`src/rtl/sim_video_pkg.sv`:
```
// sim_video_pkg: shared width helpers and default geometry for the sim video output stage
package sim_video_pkg;
    localparam int CENTIPEDE_PIX_DIV = 2;
    localparam int DEF_MAX_H = 512;
    localparam int DEF_MAX_V = 512;

    function automatic int clog2_w(input int n);
        return (n > 1) ? $clog2(n) : 1;
    endfunction

    // MSB-first bit replication; widths up to 32 bits
    function automatic logic [31:0] expand(input logic [31:0] v, input int in_w, input int out_w);
        logic [31:0] r;
        r = '0;
        for (int k = 0; k < out_w; k++)
            r[5'(out_w - 1 - k)] = v[5'(in_w - 1 - (k % in_w))];
        return r;
    endfunction
endpackage

```
`src/rtl/sim_video_measure.sv`:
```
// sim_video_measure: pixel coordinates, line/frame geometry capture and frame pulse/counter
module sim_video_measure
    import sim_video_pkg::*;
#(
    parameter int MAX_H = DEF_MAX_H,
    parameter int MAX_V = DEF_MAX_V,
    parameter int FC_W = 16,
    parameter int X_W = clog2_w(MAX_H),
    parameter int Y_W = clog2_w(MAX_V)
) (
    input  logic            clk_12,
    input  logic            reset_n,
    input  logic            ce_i,
    input  logic            hblank_i,
    input  logic            vblank_i,
    output logic [X_W-1:0]  x_o,
    output logic [Y_W-1:0]  y_o,
    output logic            frame_o,
    output logic [FC_W-1:0] frame_count_o,
    output logic [X_W:0]    line_width_o,
    output logic [Y_W:0]    frame_lines_o
);
    localparam logic [X_W-1:0] COL_MAX = X_W'(MAX_H - 1);
    localparam logic [X_W:0]   CNT_MAX = (X_W + 1)'(MAX_H);
    localparam logic [Y_W-1:0] LINE_MAX = Y_W'(MAX_V - 1);

    logic            hb_prev_q, hb_prev_d, vb_prev_q, vb_prev_d, frame_q, frame_d;
    logic [X_W-1:0]  col_q, col_d, x_q, x_d;
    logic [X_W:0]    cnt_q, cnt_d, width_q, width_d;
    logic [Y_W-1:0]  line_q, line_d, y_q, y_d;
    logic [Y_W:0]    lines_q, lines_d;
    logic [FC_W-1:0] fc_q, fc_d;
    logic            de, h_rise, v_rise;

    always_comb begin
        de = ~hblank_i & ~vblank_i;
        h_rise = ce_i & hblank_i & ~hb_prev_q;
        v_rise = ce_i & vblank_i & ~vb_prev_q;
        hb_prev_d = ce_i ? hblank_i : hb_prev_q;
        vb_prev_d = ce_i ? vblank_i : vb_prev_q;
        col_d = col_q;
        cnt_d = cnt_q;
        x_d = x_q;
        y_d = y_q;
        line_d = line_q;
        width_d = width_q;
        lines_d = lines_q;
        fc_d = fc_q;
        frame_d = v_rise;
        if (ce_i && de) begin
            x_d = col_q;
            y_d = line_q;
            col_d = (col_q == COL_MAX) ? col_q : col_q + X_W'(1);
            cnt_d = (cnt_q == CNT_MAX) ? cnt_q : cnt_q + (X_W + 1)'(1);
        end
        if (ce_i && hblank_i) begin
            col_d = '0;
            cnt_d = '0;
        end
        if (h_rise) begin
            width_d = cnt_q;
            if (!vblank_i)
                line_d = (line_q == LINE_MAX) ? line_q : line_q + Y_W'(1);
        end
        // A line ending on the same enable as vblank rises still counts toward the frame
        if (v_rise) begin
            fc_d = fc_q + FC_W'(1);
            lines_d = {1'b0, line_q} + (Y_W + 1)'(h_rise);
            line_d = '0;
        end
    end

    always_ff @(posedge clk_12 or negedge reset_n) begin
        if (!reset_n) begin
            hb_prev_q <= 1'b0;
            vb_prev_q <= 1'b0;
            frame_q <= 1'b0;
            col_q <= '0;
            cnt_q <= '0;
            x_q <= '0;
            y_q <= '0;
            line_q <= '0;
            width_q <= '0;
            lines_q <= '0;
            fc_q <= '0;
        end else begin
            hb_prev_q <= hb_prev_d;
            vb_prev_q <= vb_prev_d;
            frame_q <= frame_d;
            col_q <= col_d;
            cnt_q <= cnt_d;
            x_q <= x_d;
            y_q <= y_d;
            line_q <= line_d;
            width_q <= width_d;
            lines_q <= lines_d;
            fc_q <= fc_d;
        end
    end

    assign x_o = x_q;
    assign y_o = y_q;
    assign frame_o = frame_q;
    assign frame_count_o = fc_q;
    assign line_width_o = width_q;
    assign frame_lines_o = lines_q;
endmodule

```
`src/rtl/sim_video_out.sv`:
```
// sim_video_out: pixel-rate sampler, colour expander and geometry probe between the core and VGA_* ports
module sim_video_out
    import sim_video_pkg::*;
#(
    parameter int CHANNELS = 3,
    parameter int IN_W = 3,
    parameter int OUT_W = 8,
    parameter int PIX_DIV = CENTIPEDE_PIX_DIV,
    parameter int MAX_H = DEF_MAX_H,
    parameter int MAX_V = DEF_MAX_V,
    parameter int FC_W = 16,
    localparam int X_W = clog2_w(MAX_H),
    localparam int Y_W = clog2_w(MAX_V)
) (
    input  logic                     clk_12,
    input  logic                     reset_n,
    input  logic [CHANNELS*IN_W-1:0] rgb_i,
    input  logic                     hsync_i,
    input  logic                     vsync_i,
    input  logic                     hblank_i,
    input  logic                     vblank_i,
    output logic [OUT_W-1:0]         VGA_R,
    output logic [OUT_W-1:0]         VGA_G,
    output logic [OUT_W-1:0]         VGA_B,
    output logic                     VGA_HS,
    output logic                     VGA_VS,
    output logic                     VGA_HB,
    output logic                     VGA_VB,
    output logic                     ce_pix_o,
    output logic                     de_o,
    output logic [X_W-1:0]           x_o,
    output logic [Y_W-1:0]           y_o,
    output logic                     frame_o,
    output logic [FC_W-1:0]          frame_count_o,
    output logic [X_W:0]             line_width_o,
    output logic [Y_W:0]             frame_lines_o
);
    localparam int DIV_W = clog2_w(PIX_DIV);
    localparam logic [DIV_W-1:0] DIV_LAST = DIV_W'(PIX_DIV - 1);

    logic [DIV_W-1:0]   div_q, div_d;
    logic               run_q, ce, de, de_q;
    logic [3*OUT_W-1:0] rgb_q, rgb_d;
    logic [3:0]         sync_q;

    // run_q keeps the enable low until the first clock after reset releases
    assign ce = run_q & (div_q == DIV_LAST);
    assign div_d = (div_q == DIV_LAST) ? '0 : div_q + DIV_W'(1);
    assign de = ~hblank_i & ~vblank_i;

    for (genvar g = 0; g < 3; g++) begin : g_ch
        assign rgb_d[g*OUT_W +: OUT_W] = de ? OUT_W'(expand(32'(rgb_i[g*IN_W +: IN_W]), IN_W, OUT_W)) : '0;
    end

    always_ff @(posedge clk_12 or negedge reset_n) begin
        if (!reset_n) begin
            div_q <= '0;
            run_q <= 1'b0;
            rgb_q <= '0;
            sync_q <= '0;
            de_q <= 1'b0;
        end else begin
            div_q <= div_d;
            run_q <= 1'b1;
            if (ce) begin
                rgb_q <= rgb_d;
                sync_q <= {hsync_i, vsync_i, hblank_i, vblank_i};
                de_q <= de;
            end
        end
    end

    assign {VGA_B, VGA_G, VGA_R} = rgb_q;
    assign {VGA_HS, VGA_VS, VGA_HB, VGA_VB} = sync_q;
    assign ce_pix_o = ce;
    assign de_o = de_q;

    sim_video_measure #(
        .MAX_H(MAX_H),
        .MAX_V(MAX_V),
        .FC_W(FC_W),
        .X_W(X_W),
        .Y_W(Y_W)
    ) u_measure (
        .clk_12(clk_12),
        .reset_n(reset_n),
        .ce_i(ce),
        .hblank_i(hblank_i),
        .vblank_i(vblank_i),
        .x_o(x_o),
        .y_o(y_o),
        .frame_o(frame_o),
        .frame_count_o(frame_count_o),
        .line_width_o(line_width_o),
        .frame_lines_o(frame_lines_o)
    );
endmodule

```
`config.mk`:
```
export PLATFORM = sky130hd
export DESIGN_NAME = sim_video_out
export DESIGN_NICKNAME = d
export VERILOG_FILES = /design/src/rtl/sim_video_pkg.sv /design/src/rtl/sim_video_measure.sv /design/src/rtl/sim_video_out.sv
export SDC_FILE = /design/constraint.sdc
export NUM_CORES = 1
export LEC_CHECK = 0
export ABC_AREA = 1
export ABC_CLOCK_PERIOD_IN_PS = 1800
export CAP_MARGIN = 20
export CORE_UTILIZATION = 55
export DETAILED_ROUTE_END_ITERATION = 16
export DONT_BUFFER_PORTS = 1
export GPL_TIMING_DRIVEN = 0
export PLACE_DENSITY = 0.79
export SYNTH_ARGS = -nofsm -noshare
export SYNTH_HDL_FRONTEND = slang
export SYNTH_HIERARCHICAL = 1
export SYNTH_SLANG_ARGS = --single-unit
```
`constraint.sdc`:
```
create_clock -name clk_12 -period 1.8 [get_ports clk_12]
set_clock_uncertainty 0.15 [all_clocks]
set_input_delay 0.36 -clock clk_12 [delete_from_list [all_inputs] [get_ports clk_12]]
set_output_delay 0.36 -clock clk_12 [all_outputs]
set_load 0.02 [all_outputs]
```
# Word-level counts from Yosys, hierarchy flattened
# Cells that the tools add are included.
# op_classes
reduce_logical	7
eq_ne	7
magnitude_cmp	0
n_addsub	6
n_mux	14
div	0
bitwise_logic	10
shift	0
n_mul	0
# ops
op	count
two-way mux 9 bit	7
two-way mux 10 bit	3
two-way mux 8 bit	3
adder 9 x 1 -> 9 bit, second input constant	2
equality test 9 bit, second input constant	2
adder 16 x 1 -> 16 bit, second input constant	1
adder 10 x 1 -> 10 bit, second input constant	1
adder 9 x 1 -> 10 bit	1
equality test 10 bit, second input constant	1
bitwise AND 1 bit	6
inequality test 2 x 1 -> 1 bit, second input constant	2
inequality test 2 bit, second input constant	2
inverter 1 bit	4
AND reduction 2 bit	2
nonzero test 2 bit	2
AND reduction 3 bit	1
logical AND 1 bit	2
adder 1 bit, second input constant	1
two-way mux 1 bit	1
# totals
output_inout_bits	85
mem_bits_rw	0
elab_cells	60
in_bits	15
register_bits	116
rom_bits	0
mem_count	0
latch_bits	0

# Longest topological paths before layout
# logic_depth
word_depth	5
ltp_mapped	14

# Hierarchy
# Netlist, hierarchy kept.
# modules_own_cells
mod	n_inst	cells_each	area_per_inst_um2
sim_video_measure	1	469	3977.6
sim_video_out	1	80	755.7

# Worst setup path after synthesis
# No wires, ideal clock.
# synth_timing
path_type	reg-to-reg
from	register u_measure.line_q[0]
to	register u_measure.line_q[6]
period_less_slack_ns	1.953
n_path_buf	1
slack_ns	-0.153
setup_ns	0.119
path_stages_with_launch	12
arrival_ns	1.684
path_cell_list	dfrtp_1 -> ha_1 -> nand3_1 -> nor3_1 -> ha_1 -> nor2_1 -> nand2_1 -> nand2_1 -> buf_4 -> nand2_1 -> o21ai_1 -> nor2_1
# synth_between
elab_chain_cells	5
word_cells_on_any_way	8
cone_classes	add/sub: 1; eq/ne: 2; mux: 4; reduce/logical: 1
# synth_lines
element	line_no	source
start: declaration	sim_video_measure.sv:30	logic [Y_W-1:0] line_q, line_d, y_q, y_d;
start signal: assignment	sim_video_measure.sv:94	line_q <= line_d;
adder 9 x 1 -> 9 bit	sim_video_measure.sv:63	line_d = (line_q == LINE_MAX) ? line_q : line_q + Y_W'(1);
two-way mux 9 bit	sim_video_measure.sv:63	
two-way mux 9 bit	sim_video_measure.sv:62	if (!vblank_i)
two-way mux 9 bit	sim_video_measure.sv:60	if (h_rise) begin
two-way mux 9 bit	sim_video_measure.sv:66	if (v_rise) begin
# Several ways; a longest one is shown, not always the timed one. The select of a mux whose other input is x is not followed.
# A chain may end at the register's enable or synchronous reset.

# Final worst setup path
# layout_timing
from	register u_measure.line_q[1]
to	register u_measure.line_q[6]
# Same word-level chain as after synthesis.

==> reports/results.txt <==
Status: complete, but fails checks
Failing checks: hold timing, setup timing
Minimum clock period: 1.92 ns
Final WS setup: -0.118 ns
Layout cells sized above 1: 25.9%
Drt pass-1 iters: 6
Fin crit share: 107%
Arr. time, crit path: 2.02 ns
Yosys reg bits: 101
Max-Cap Viols: 0
Synth-to-Final Area Change: 23.2%
Diode count: 0
TritonCTS clock tree: built
Rows: 33
Clock sinks: 101
Die Wd: 94.8 um
Final setup vio count: 20
Initial antenna violation count: 0
Syn Nets: 573
Final Power: 5460 uW
Worst hold slack: -0.453 ns
Slew headroom: 63.1%
Final GP Congestion: 0.848
Mean post-synth cell area: 8.62 um^2
Leakage power: 0.00276 uW
CP Class: reg2reg
Placed cell count: 654
Core Footprint: 8260 um^2
First-pass GRT wire length: 17700 um
Nets: 626
Synthesized area: 4730 um^2
Synth area leader: dfrtp_1
Drt total wl: 11400 um
Die Y: 94.8 um
Vias in the first global route: 3747
Synth warnings: 6
Final Max Slew Viols: 0
Largest net degree at the start of global routing: 102
Routed vias/inst: 5.58
Max Clock Freq: 521 MHz
Worst EP required: 1.90 ns
IO Port Bufs: 0
Gr ovfl total: 0
Worst Tran Pin Value: 0.550 ns
Final hold violations: 101
CTS clk-pin slew, worst paths: 0.10 ns
Share of the synthesized area in the top cell type: 53.4%
Cell variety after synth: 31
CP Cell Sequence: ha_4 > nand3_4 > nor3_2 > ha_2 > nor2_4 > nand2_2 > nand2_4 > buf_6 > nand2_2 > o21ai_1 > nor2_1
DRT antenna net count: 0
Commonest non-fill, non-tap cell in the layout: nand2_1
CTS Buf Count: 9
Tot GR Track Use: 25.5%
Crit-path leading delay family: simple AND/OR/NAND/NOR gates
Crit-path max FO: 5
Clk Latency, worst-skew pair: 0.35 ns
Hold Path Class: in2async
Crit path max-delay cell type: dfrtp_2
Detailed Place HPWL: 7050 um
Area of the die: 8980 um^2
Vias: 3973
Post-Syn Instances: 549
Crit end category: register
Fin area: 5830 um^2
Wire length per cell: 16.0 um
H-Tree Depth: 3
Top cells by area, synth: dfrtp_1 53%, nand2_1 13%, o21ai_0 5.1%
Buf+Inv Stages, Crit Path: 1
DP Area: 4940 um^2
Drt first-iter violations: 209
Crit path top cell by count: nand2_2
Drt drc: 0
RSZ-0062 raised after global routing: yes
Pwr Density: 936 nW/um^2
Sequential area share after synthesis: 53.4%
# hold bufs at CTS: 13
Setup crit start kind: register
Root buf cell: clkbuf_8
Max rail drop VDD: 0.641 mV
Initial Util: 57.3%
Commonest non-fill, non-tap cells in the layout: 147 x nand2_1, 91 x dfrtp_1, 43 x inv_1
Fin cells: 712
I/O pins: 100
Largest buffer count on any clock path: 2
Slowest cell delay on critical path: 0.44 ns
[final timing paths]
path                                      from  slack, ns                  end  depth (start not counted)
max                        u_measure/line_q[1]      -0.12  u_measure/line_q[6]                         11
min reg2reg                 u_measure/cnt_q[9]       0.38   u_measure/cnt_q[9]                          2
min                                    reset_n      -0.45     u_measure/y_o[3]                          0
max reg2reg                u_measure/line_q[1]      -0.12  u_measure/line_q[6]                         11
min in group clk_12                   hblank_i       0.05            rgb_q[22]                          3
max in group asynchronous              reset_n       1.82   u_measure/cnt_q[0]                          0
[worst reg2reg max path, delay by kind of cell, from the launching register on]
| family | cells | cell delay, ns |
|---|---|---|
| DFF | 1 | 0.44 |
| and+or+nand+nor | 7 | 0.56 |
| AOI/OAI and AO/OA | 1 | 0.14 |
| adders and majority gates | 2 | 0.38 |
| buffers and inverters | 1 | 0.14 |
[per-layer routing]
layer	wire (um)	vias up	GRT usage, %
met5	0	-	0
met4	193	0	9.47
met3	542	21	4.51
met2	6150	125	44.7
met1	4470	1967	31.2
li1	-	1860	-
[flip-flops by register name, indices dropped and copies added, names as in the netlist]
signal and cells:
u_measure/x_o 9, u_measure/cnt_q 10, u_measure/line_q 9, u_measure/frame_count_o 16
u_measure/frame_lines_o 10, u_measure/vb_prev_q 1, u_measure/hb_prev_q 1, rgb_q 9
run_q 1, div_q 1, de_o 1, u_measure/col_q 9
u_measure/line_width_o 10, sync_q 4, u_measure/y_o 9, u_measure/frame_o 1
[area by class of cell]
| class | instances | area [um^2] |
|---|---|---|
| Inverter | 53 | 209 |
| Multi-Input combinational cell | 366 | 2140 |
| Tap cell | 105 | 131 |
| Clock inverter | 3 | 45.0 |
| Sequential cell | 101 | 2540 |
| Buffer | 29 | 224 |
| Clock buffer | 13 | 149 |
| Fill cell | 569 | 2430 |
| Timing Repair Buffer | 42 | 395 |
[metrics by stage]
| stage | util (%) | worst slack (ns) | hold slack [ns] | setup TNS, ns |
|---|---|---|---|---|
| 6_report | 70.6 | -0.118 | -0.453 | -0.733 |
| 5_1_grt | 70.6 | -0.170 | -0.478 | -2.90 |
| 4_1_cts | 67.1 | -0.0449 | -0.465 | -0.229 |
| 3_5_place_dp | 59.9 | -0.264 | -0.0827 | -6.38 |
| 3_3_place_gp | 59.9 | -0.218 | -0.0824 | -3.88 |
| 2_1_floorplan | - | -0.0179 | -0.0856 | -0.0179 |
[cells by family after synthesis]
| group | synth area share (%) |
|---|---|
| simple gates | 25.5 |
| fa+ha+maj | 2.38 |
| other cells | 0.0792 |
| mux | 0.238 |
| flops | 53.4 |
| compound gates | 7.22 |
| xor+xnor | 2.78 |
| buf+inv | 8.41 |
[power breakdown]
| group | switching, uW | internal, uW | total [uW] | leakage (uW) |
|---|---|---|---|---|
| Combinational | 535 | 417 | 952 | 0.00134 |
| Clock | 742 | 684 | 1430 | 0.0000899 |
| Sequential | 531 | 2550 | 3080 | 0.00133 |
[synthesized netlist by cell type]
library cell and number:
xor2_1 9, clkbuf_1 5, conb_1 1, buf_2 4, nand2_1 159, buf_6 1, o21ai_0 48, nand3b_1 3
nand3_1 45, mux2_2 1, buf_4 17, dfrtp_1 101, buf_8 1, a21oi_4 1, nor2_1 33, a21oi_1 9
nor2_4 3, o21ai_1 8, ha_1 9, inv_1 50, nand3_2 5, buf_1 1, or2_2 1, nand2_2 3
inv_4 1, nand4_1 10, xnor2_1 6, nor3b_1 2, inv_2 2, nor2_2 2, nor3_1 8
[repair_timing]
| item | 4_1_cts | 5_1_grt |
|---|---|---|
| endpoints found under the hold margin | 114 | 101 |
| pin swaps | 14 | 24 |
| setup buffers | 16 | 10 |
| endpoints found under the setup margin | 68 | 67 |
| gates resized for setup | 34 | 86 |
| cloned | 2 | 1 |
(Power assumes the default switching activity.)
